`src/rtl/rll_key_loader.sv`:
```
// Key-load sequencer for a random-logic-locked netlist: assembles a byte-streamed key in a shadow
// register and commits it atomically. Optional trailing XOR checksum beat under RLL_KEY_CHECKSUM_EN.
module rll_key_loader #(
  parameter int KEY_WIDTH  = 32,
  parameter int BEAT_WIDTH = 8
) (
  input  logic                  clk,
  input  logic                  rst_n,
  input  logic                  start,
  input  logic                  zeroize,
  input  logic                  in_valid,
  input  logic [BEAT_WIDTH-1:0] in_data,
  output logic                  in_ready,
  output logic [KEY_WIDTH-1:0]  key_out,
  output logic                  key_applied,
  output logic                  busy,
  output logic                  error
);

  localparam int NBEATS = KEY_WIDTH / BEAT_WIDTH;
  localparam int CNT_W  = (NBEATS > 1) ? $clog2(NBEATS) : 1;
  localparam logic [CNT_W-1:0] LAST_BEAT = CNT_W'(NBEATS - 1);

  localparam logic [2:0] ST_IDLE   = 3'd0;
  localparam logic [2:0] ST_LOAD   = 3'd1;
  localparam logic [2:0] ST_COMMIT = 3'd3;
`ifdef RLL_KEY_CHECKSUM_EN
  localparam logic [2:0] ST_CHECK  = 3'd2;
  localparam logic [2:0] ST_FAIL   = 3'd4;
`endif

  logic [2:0]           state;
  logic [CNT_W-1:0]     beat_cnt;
  logic [KEY_WIDTH-1:0] shadow;
  logic                 accept;

  // Decoded from the state register only, so in_ready never depends on in_valid.
`ifdef RLL_KEY_CHECKSUM_EN
  logic [BEAT_WIDTH-1:0] chk;
  assign in_ready = (state == ST_LOAD) || (state == ST_CHECK);
  assign busy     = (state == ST_LOAD) || (state == ST_CHECK) || (state == ST_COMMIT);
`else
  assign in_ready = (state == ST_LOAD);
  assign busy     = (state == ST_LOAD) || (state == ST_COMMIT);
  assign error    = 1'b0;
`endif

  assign accept = in_valid && in_ready;

  // NOTE: every register here is written with <= so all state updates see pre-edge values.
  always_ff @(posedge clk) begin
    // NOTE: the shadow holds key material, so it is explicitly cleared on reset and zeroize.
    if (!rst_n) begin
      state       <= ST_IDLE;
      beat_cnt    <= '0;
      shadow      <= '0;
      key_out     <= '0;
      key_applied <= 1'b0;
`ifdef RLL_KEY_CHECKSUM_EN
      chk         <= '0;
      error       <= 1'b0;
`endif
    end else if (zeroize) begin
      state       <= ST_IDLE;
      beat_cnt    <= '0;
      shadow      <= '0;
      key_out     <= '0;
      key_applied <= 1'b0;
`ifdef RLL_KEY_CHECKSUM_EN
      chk         <= '0;
      error       <= 1'b0;
`endif
    end else begin
      case (state)
        ST_IDLE: begin
          if (start) begin
            state    <= ST_LOAD;
            beat_cnt <= '0;
            shadow   <= '0;
`ifdef RLL_KEY_CHECKSUM_EN
            chk      <= '0;
            error    <= 1'b0;
`endif
          end
        end
        ST_LOAD: begin
          if (accept) begin
            for (int k = 0; k < NBEATS; k++) begin
              if (beat_cnt == CNT_W'(k)) shadow[k*BEAT_WIDTH +: BEAT_WIDTH] <= in_data;
            end
            beat_cnt <= beat_cnt + 1'b1;
`ifdef RLL_KEY_CHECKSUM_EN
            chk <= chk ^ in_data;
            if (beat_cnt == LAST_BEAT) state <= ST_CHECK;
`else
            if (beat_cnt == LAST_BEAT) state <= ST_COMMIT;
`endif
          end
        end
`ifdef RLL_KEY_CHECKSUM_EN
        ST_CHECK: begin
          if (accept) state <= (in_data == chk) ? ST_COMMIT : ST_FAIL;
        end
        ST_FAIL: begin
          if (start) begin
            state    <= ST_LOAD;
            beat_cnt <= '0;
            shadow   <= '0;
            chk      <= '0;
            error    <= 1'b0;
          end else begin
            key_out     <= '0;
            key_applied <= 1'b0;
            error       <= 1'b1;
          end
        end
`endif
        ST_COMMIT: begin
          // The only place key_out takes shadow contents: one atomic update per good load.
          key_out     <= shadow;
          key_applied <= 1'b1;
          state       <= ST_IDLE;
        end
        default: state <= ST_IDLE;
      endcase
    end
  end

endmodule

```
`config.mk`:
```
export PLATFORM = sky130hd
export DESIGN_NAME = rll_key_loader
export DESIGN_NICKNAME = d
export VERILOG_FILES = /design/src/rtl/rll_key_loader.sv
export SDC_FILE = /design/constraint.sdc
export NUM_CORES = 1
export LEC_CHECK = 0
export CAP_MARGIN = 5
export CORE_ASPECT_RATIO = 0.5
export CORE_MARGIN = 2
export CORE_UTILIZATION = 51
export DETAILED_ROUTE_END_ITERATION = 16
export GPL_ROUTABILITY_DRIVEN = 0
export MAX_ROUTING_LAYER = met4
export PLACE_DENSITY = 0.78
export SYNTH_ARGS = -nofsm -noshare
export SYNTH_HDL_FRONTEND = slang
export SYNTH_SLANG_ARGS = --single-unit
```
`constraint.sdc`:
```
create_clock -name clk -period 1.6 [get_ports clk]
set_input_delay 0.32 -clock clk [delete_from_list [all_inputs] [get_ports clk]]
set_output_delay 0.32 -clock clk [all_outputs]
set_load 0.1 [all_outputs]
```
# Word level (Yosys, flattened, before mapping)
# Cells that the tools add are included.
[word_totals]
in_bits = 13
latch_bits = 0
mem_bits_rw = 0
elab_cells = 47
n_memories = 0
mem_bits_ro = 0
output_inout_bits = 36
ff_bits = 70
[classes]
n_addsub = 1
n_bitwise = 1
n_reduce_logical = 12
div = 0
n_mul = 0
magnitude_cmp = 0
shifts = 0
mux = 14
n_eq_ne = 11
[op_table]
columns = ["cell", "count"]
rows = [
  ["2-to-1 mux 32 bit", 2],
  ["case mux 32 bit (2 select lines)", 1],
  ["2-to-1 mux 8 bit", 4],
  ["AND reduction 4 bit", 4],
  ["!= test 2 x 1 -> 1 bit, second input constant", 5],
  ["2-to-1 mux 3 bit", 3],
  ["case mux 3 bit (2 select lines)", 1],
  ["AND reduction 3 bit", 2],
  ["equality test 2 bit, second input constant", 2],
  ["2-to-1 mux 2 bit", 2],
  ["case mux 2 bit (2 select lines)", 1],
  ["equality test 3 x 1 -> 1 bit, second input constant", 1],
  ["equality test 3 x 2 -> 1 bit, second input constant", 1],
  ["logical NOT 3 bit", 1],
  ["adder 2 x 1 -> 2 bit, second input constant", 1],
  ["equality test 2 x 1 -> 1 bit, second input constant", 1],
  ["logical NOT 2 bit", 1],
  ["!= test 2 bit, second input constant", 1],
  ["nonzero test 2 bit", 1],
  ["OR reduction 2 bit", 1],
  ["logical AND 1 bit", 1],
  ["logical OR 1 bit", 1],
  ["NOT 1 bit", 1],
]

# Logic depth before layout (Yosys ltp)
# Gate-level depths: netlist of the first run.
[logic_depth]
depth_word = 4
ltp_mapped = 5
mapped_depth_nobuf = 5

# Worst setup path before layout of the first run
# No wires, ideal clock.
[synth_timing]
path_kind = "register to output"
from = "register state[0]"
to = "output port busy"
setup_slack_ps = -45
path_stages_with_launch = 2
arrival_time_ps = 1325
required_time_ps = 1280
path_buffers = 1
path_cell_list = "dfxtp_1 -> dlygate4sd1_1"
[synth_via]
elab_chain_len = 2
word_cells_on_any_way = 3
cone_classes = "eq/ne (2); reduce/logical (1)"
[synth_lines]
columns = ["item", "line", "text"]
rows = [
  ["from (decl)", "32", "logic [2:0] state;"],
  ["from (signal assigned)", "54", "state <= ST_IDLE;"],
  ["from (signal assigned)", "64", "state <= ST_IDLE;"],
  ["from (signal assigned)", "77", "state <= ST_LOAD;"],
  ["equality test 3 x 1 -> 1 bit / equality test 3 x 2 -> 1 bit (equally long branches)", "44", "assign busy = (state == ST_LOAD) || (state == ST_COMMIT);"],
  ["logical OR 1 bit (*)", "44", ""],
  ["to (decl)", "16", "output logic busy,"],
]
# Every way passes the cells marked *; elsewhere a longest branch is shown, timed or not.

# Worst setup path after layout of the first run
[layout_timing]
from = "register beat_cnt[0]"
to = "register shadow[4]"
[layout_via]
elab_chain_len = 3
[layout_lines]
columns = ["item", "line", "text"]
rows = [
  ["from (decl)", "33", "logic [CNT_W-1:0] beat_cnt;"],
  ["from (signal assigned)", "91", "beat_cnt <= beat_cnt + 1'b1;"],
  ["logical NOT 2 bit", "89", "if (beat_cnt == CNT_W'(k)) shadow[k*BEAT_WIDTH +: BEAT_WIDTH] <= in_data;"],
  ["!= test 2 x 1 -> 1 bit (no line)", "-", ""],
  ["AND reduction 4 bit (no line)", "-", ""],
  ["to (signal, indexed assignment)", "89", ""],
  ["to (decl)", "34", "logic [KEY_WIDTH-1:0] shadow;"],
]
# Every way passes these cells.
# A chain may end at the register's enable or synchronous reset.

==> metrics.yaml, run 1 <==
p_total_mw: 3.33
p_leak_nw: 1.27
cts_num_sinks: 69
dr.first_iter.drc_count: 87
antenna_cells: 0
grt_usage_pct: 25.6
setup.worst_path.end_class: "register"
synth_seq_cells: 69
clockRootBuffer: "clkbuf_8"
syn_area_sq_um: 2620
die_x_um: 105
synth_area_leader_cell: "dfxtp_1"
critPathBufInv: 2
instances_no_fill: 396
synth-edff-count: 0
placed_area_sq_um: 3530
grt_setup_unrepaired: "false"
final.min_clock_period_ns: 1.52
synthArstFlopShare_pct: 0
initial_core_util_pct: 53.2
yosys_warnings: 0
ys_top_cells_by_area: "dfxtp_1 53%, nand2_1 11%, o2bb2ai_1 11%"
setup_tns_ns: 0
critPathTopFamily: "flip-flops"
max_stage_delay_ns: 0.44
core_area_sq_um: 4930
cts_buffers: 9
syn_nets: 278
holdCritPathClass: "register to register"
grt_first_pass_wirelength_um: 10400
synthFlopType: "dfxtp_1"
cts_tree: "built"
placedCellCount: 380
path_class: "register to register"
grt_pass1_vias: 2089
post-cts-setup-buffer-count: 0
synth.top_cell.area_share_pct: 52.6
arrival_ns: 1.79
slowest_stage: "dfxtp_1"
avgSynthCellArea_sq_um: 10.1
cp_cell_sequence: "inv_1, ha_1, and4b_4, nor3_4, buf_4, o2bb2ai_1"
cap_violations: 0
io_pins: 49
maxSlewViolCount: 0
fin_skew_ns: 0.00617
startpoint: "beat_cnt[0]"
drive_gt1_share_pct: 27.9
fin_nets: 338
r2r_end: "shadow[4]"
timing.final.setup_violations: 0
hold_viol_final: 0
rrSetupSlack_ns: 0.08
reg2reg_depth: 6
grt_max_degree: 21
htreeDepth: 3
antenna_found_initial: 0
die-area_sq_um: 5770
peakVddDrop_mv: 0.582
vias: 2134
final_area_sq_um: 3730
drc: 0
numPortBuffers: 47
fp.dieH_um: 54.7
cts_max_path_buffers: 2
p_per_area_nw_per_um2: 892
dr.pass1.iters: 4
period_share_pct: 95.2
status: "complete, no violations"
wl_um: 6350
cts.clk_slew.worst_paths_ns: 0.07
placementRows: 18
yosysMostFrequentCell: "nand2_1"
worst-path-stages: 6
area_delta_synth_final_pct: 42.3
clk_latency_ns: 0.35
holdWs_ns: 0.461
synth_cells: 261
crit_end: "shadow[4]"
place_hpwl_um: 4280
worst_slack_ns: 0.0771
gr-total-overflow: 0
max_freq_mhz: 657
fin_util_pct: 75.7
startpoint_type: "register"
timing.rr.start: "beat_cnt[0]"
viasPerCell: 5.39
pre_cts_slack_ns: -0.101
synth_cell_types: 30
cp.required_ns: 1.87
synthTopCellsByCount: "75 x nand2_1, 69 x dfxtp_1, 32 x o2bb2ai_1, 26 x a21oi_1"
cts_hold_buf: 0
ys_seq_area_share_pct: 52.6
wl_per_cell_um: 16.0
antenna_left: 0
critical_path.max_fanout: 8
timing repair:
item	in CTS	in global routing
pin swaps	0	0
gates resized for setup	2	1
setup endpoints to repair	1	1
flip-flops by register name (all words and copies together), names as in the netlist:
signal,flops
beat_cnt,2
shadow,32
key_applied,1
state,2
key_out,32
cell families after synthesis:
family / share of synthesized area, %
other: 0.143
buffers and inverters: 6.25
adders and majority gates: 1.91
and+or+nand+nor: 20.4
DFF: 52.6
AOI/OAI and AO/OA: 18.7
layout by cell type, fill, tap and decap left out, drive strengths merged:
cell	Yosys	final
clkdlybuf4s50	0	12
nand2	75	75
inv	2	3
ha	4	4
nand4b	1	1
a31oi	1	1
and4b	4	4
nor2b	2	2
o2bb2ai	32	32
dfxtp	69	69
nor2	3	3
conb	1	1
nand3b	1	1
clkinvlp	0	1
o21bai	1	1
nand2b	1	1
a21oi	33	33
and2	1	1
nand4	4	4
clkinv	0	3
clkbuf	1	10
nor3	4	4
nor3b	3	3
bufinv	0	1
and2b	1	1
buf	15	54
o21ai	1	1
worst reg2reg max path, delay by kind of cell (launching register included):
kind / cells / cell delay [ns]
flip-flops: 1 / 0.44
AO/OA/AOI/OAI: 1 / 0.14
adder cells (fa/ha/maj): 1 / 0.23
AND/OR/NAND/NOR: 2 / 0.33
buffers and inverters: 2 / 0.30
per-layer routing:
layer | vias up | share of wire [%] | GRT usage [%]
li1 | 1024 | - | -
met1 | 1023 | 43 | 28.9
met2 | 70 | 47 | 40.5
met3 | 17 | 7.2 | 11.5
met4 | 0 | 2.6 | 11.1
met5 | - | 0 | -
where the power goes:
| group | switching [mW] | internal [mW] |
|---|---|---|
| Sequential | 0.00344 | 1.72 |
| Clock | 0.666 | 0.758 |
| Combinational | 0.108 | 0.0777 |
final cells by class:
type                    instances  area [sq um]
multi-input cells             173          1080
repair buffers                 66           976
clock inverters                 6          61.3
inverters                       2          7.51
fillers                       302          1200
well taps                      70          87.6
clock buffers                  10           138
flip-flops and latches         69          1380
worst min path at each step:
stage               depth (start not counted)     endpoint  startpoint
floorplan                                   2  key_out[22]  shadow[22]
global placement                            2  key_out[22]  shadow[22]
detailed placement                          1   shadow[19]  shadow[19]
CTS                                         2   key_out[9]   shadow[9]
global route                                2  key_out[20]  shadow[20]
finish                                      2  key_out[16]  shadow[16]
Note: power is estimated with default switching activity, not from simulation.
==> run 2, diff against run 1 <==
--- a/config.mk
+++ b/config.mk
@@ -13,6 +13,7 @@
 export GPL_ROUTABILITY_DRIVEN = 0
 export MAX_ROUTING_LAYER = met4
 export PLACE_DENSITY = 0.78
+export RECOVER_POWER = 25
 export SYNTH_ARGS = -nofsm -noshare
 export SYNTH_HDL_FRONTEND = slang
 export SYNTH_SLANG_ARGS = --single-unit
==> run 2 against run 1 <==
Fmax barely moved. Combinational power barely moved. Total power up 0.16%. Sequential cell count stayed put. Clock power is essentially flat. Hold slack got worse by 0.0061 ns. Die area is the same. Final area is 9.2% lower. First-iteration DRC count is 1.1% higher. Register-to-register slack hardly changed. Critical path type unchanged. Largest cell class unchanged.
==> metrics.yaml, run 2 (synthesis gave the netlist of run 1 again) <==
dr.first_iter.drc_count: 88  # +1.1%
reg_top3: "key_out (32), shadow (32)"
numPortBuffers: 47  # unchanged
cts_buffers: 9  # unchanged
htreeDepth: 3  # unchanged
period_share_pct: 95.2  # about the same
grt_pass1_vias: 2089  # unchanged
clockRootBuffer: "clkbuf_8"
p_per_area_nw_per_um2: 985  # +10%
p_total_mw: 3.34  # +0.16%
wl_um: 6460  # +1.8%
hold_depth: 2  # unchanged
path_class: "register to register"
maxSlewViolCount: 0  # unchanged
cts_num_sinks: 69  # unchanged
final.min_clock_period_ns: 1.52  # +0.000251 ns
placed_area_sq_um: 3530  # unchanged
grt_first_pass_wirelength_um: 10400  # unchanged
pre_cts_slack_ns: -0.101  # unchanged
dr.pass1.iters: 4  # unchanged
cp.required_ns: 1.87  # about the same
fin_nets: 338  # unchanged
vias: 2137  # +0.14%
peakVddDrop_mv: 0.584  # +0.33%
fin_skew_ns: 0.00530  # -0.000869 ns
grt_usage_pct: 25.6  # unchanged
hold_viol_final: 0  # unchanged
initial_core_util_pct: 53.2  # unchanged
p_leak_nw: 1.21  # -4.6%
antenna_cells: 0  # unchanged
grt_setup_unrepaired: "false"
startpoint_type: "register"
drive_gt1_share_pct: 27.9  # unchanged
wl_per_cell_um: 16.3  # +1.8%
status: "complete, no violations"
final_common_cell: "nand2_1"
antenna_found_initial: 0  # unchanged
cap_violations: 0  # unchanged
fp.dieH_um: 54.7  # unchanged
place_hpwl_um: 4280  # unchanged
holdCritPathClass: "register to register"
cts_tree: "built"
layout_common_cells: "75 x nand2_1, 67 x dfxtp_1, 32 x o2bb2ai_1, 26 x a21oi_1, 23 x buf_2"
worst_slack_ns: 0.0768  # -0.000251 ns
die-area_sq_um: 5770  # unchanged
critical_path.max_fanout: 8  # unchanged
cts_max_path_buffers: 2  # unchanged
io_pins: 49  # unchanged
die_x_um: 105  # unchanged
setup.worst_path.end_class: "register"
viasPerCell: 5.40  # +0.14%
clk_latency_ns: 0.35  # about the same
core_area_sq_um: 4930  # unchanged
max_freq_mhz: 657  # about the same
placementRows: 18  # unchanged
drc: 0  # unchanged
arrival_ns: 1.80  # about the same
timing.final.setup_violations: 0  # unchanged
post-cts-setup-buffer-count: 0  # unchanged
final_area_sq_um: 3390  # -9.2%
grt_max_degree: 21  # unchanged
cts.clk_slew.worst_paths_ns: 0.07  # about the same
antenna_left: 0  # unchanged
reg2reg_depth: 6  # unchanged
area_delta_synth_final_pct: 29.2
gr-total-overflow: 0  # unchanged
run 2: cell count changes in the layout (fill, tap and decap cells not counted):
cell / before / now
buf_2: 0 / 23
buf_12: 36 / 13
run 2: critical path, stage by stage (launching register included):
cell and delay (ns):
dfxtp_1 0.44, inv_1 0.10, ha_1 0.23, and4b_4 0.21
nor3_4 0.13, buf_4 0.20, o2bb2ai_1 0.14
run 2: area by class of cell:
class / instances / area [sq um]
clock buffer: 10 / 138
clock inverter: 6 / 61.3
fill: 348 / 1540
inverter: 2 / 7.51
multi-input combinational: 173 / 1080
sequential: 69 / 1380
tap: 70 / 87.6
timing repair buffer: 66 / 631
run 2: through the flow:
stage / hold WS (ns) / TNS, ns / utilization (%) / std cells
after detailed placement: 0.449 / -2.12 / 71.6 / 380
after floorplan: 0.432 / 0 / - / 261
after global placement: 0.444 / -0.628 / 71.6 / 380
final: 0.455 / 0 / 68.7 / 396
after global routing: 0.479 / 0 / 68.7 / 396
after CTS: 0.459 / 0 / 75.7 / 396
run 2: where the power goes:
| group | total (mW) | internal (mW) | switching (mW) |
|---|---|---|---|
| logic | 0.187 | 0.0777 | 0.109 |
| registers | 1.72 | 1.72 | 0.00345 |
| clock network | 1.43 | 0.758 | 0.671 |
run 2: layer usage:
metal / global-route usage [%] / wire length [um] / vias to the layer above
li1: - / - / 1030
met1: 28.9 / 2900 / 1036
met2: 40.5 / 2980 / 54
met3: 11.5 / 454 / 17
met4: 11.1 / 123 / 0
met5: - / 0 / -
run 2: repair_timing:
action | CTS | global route
hold buffers | 0 | 0
setup endpoints to repair | 1 | 1
gates resized for setup | 2 | 1
run 2: final timing paths:
check | start | to | slack, ns
worst max-delay path | beat_cnt[0] | shadow[4] | 0.08
worst min-delay path | key_out[30] | key_out[30] | 0.46
worst max register to register | beat_cnt[0] | shadow[4] | 0.08
worst min register to register | key_out[30] | key_out[30] | 0.46
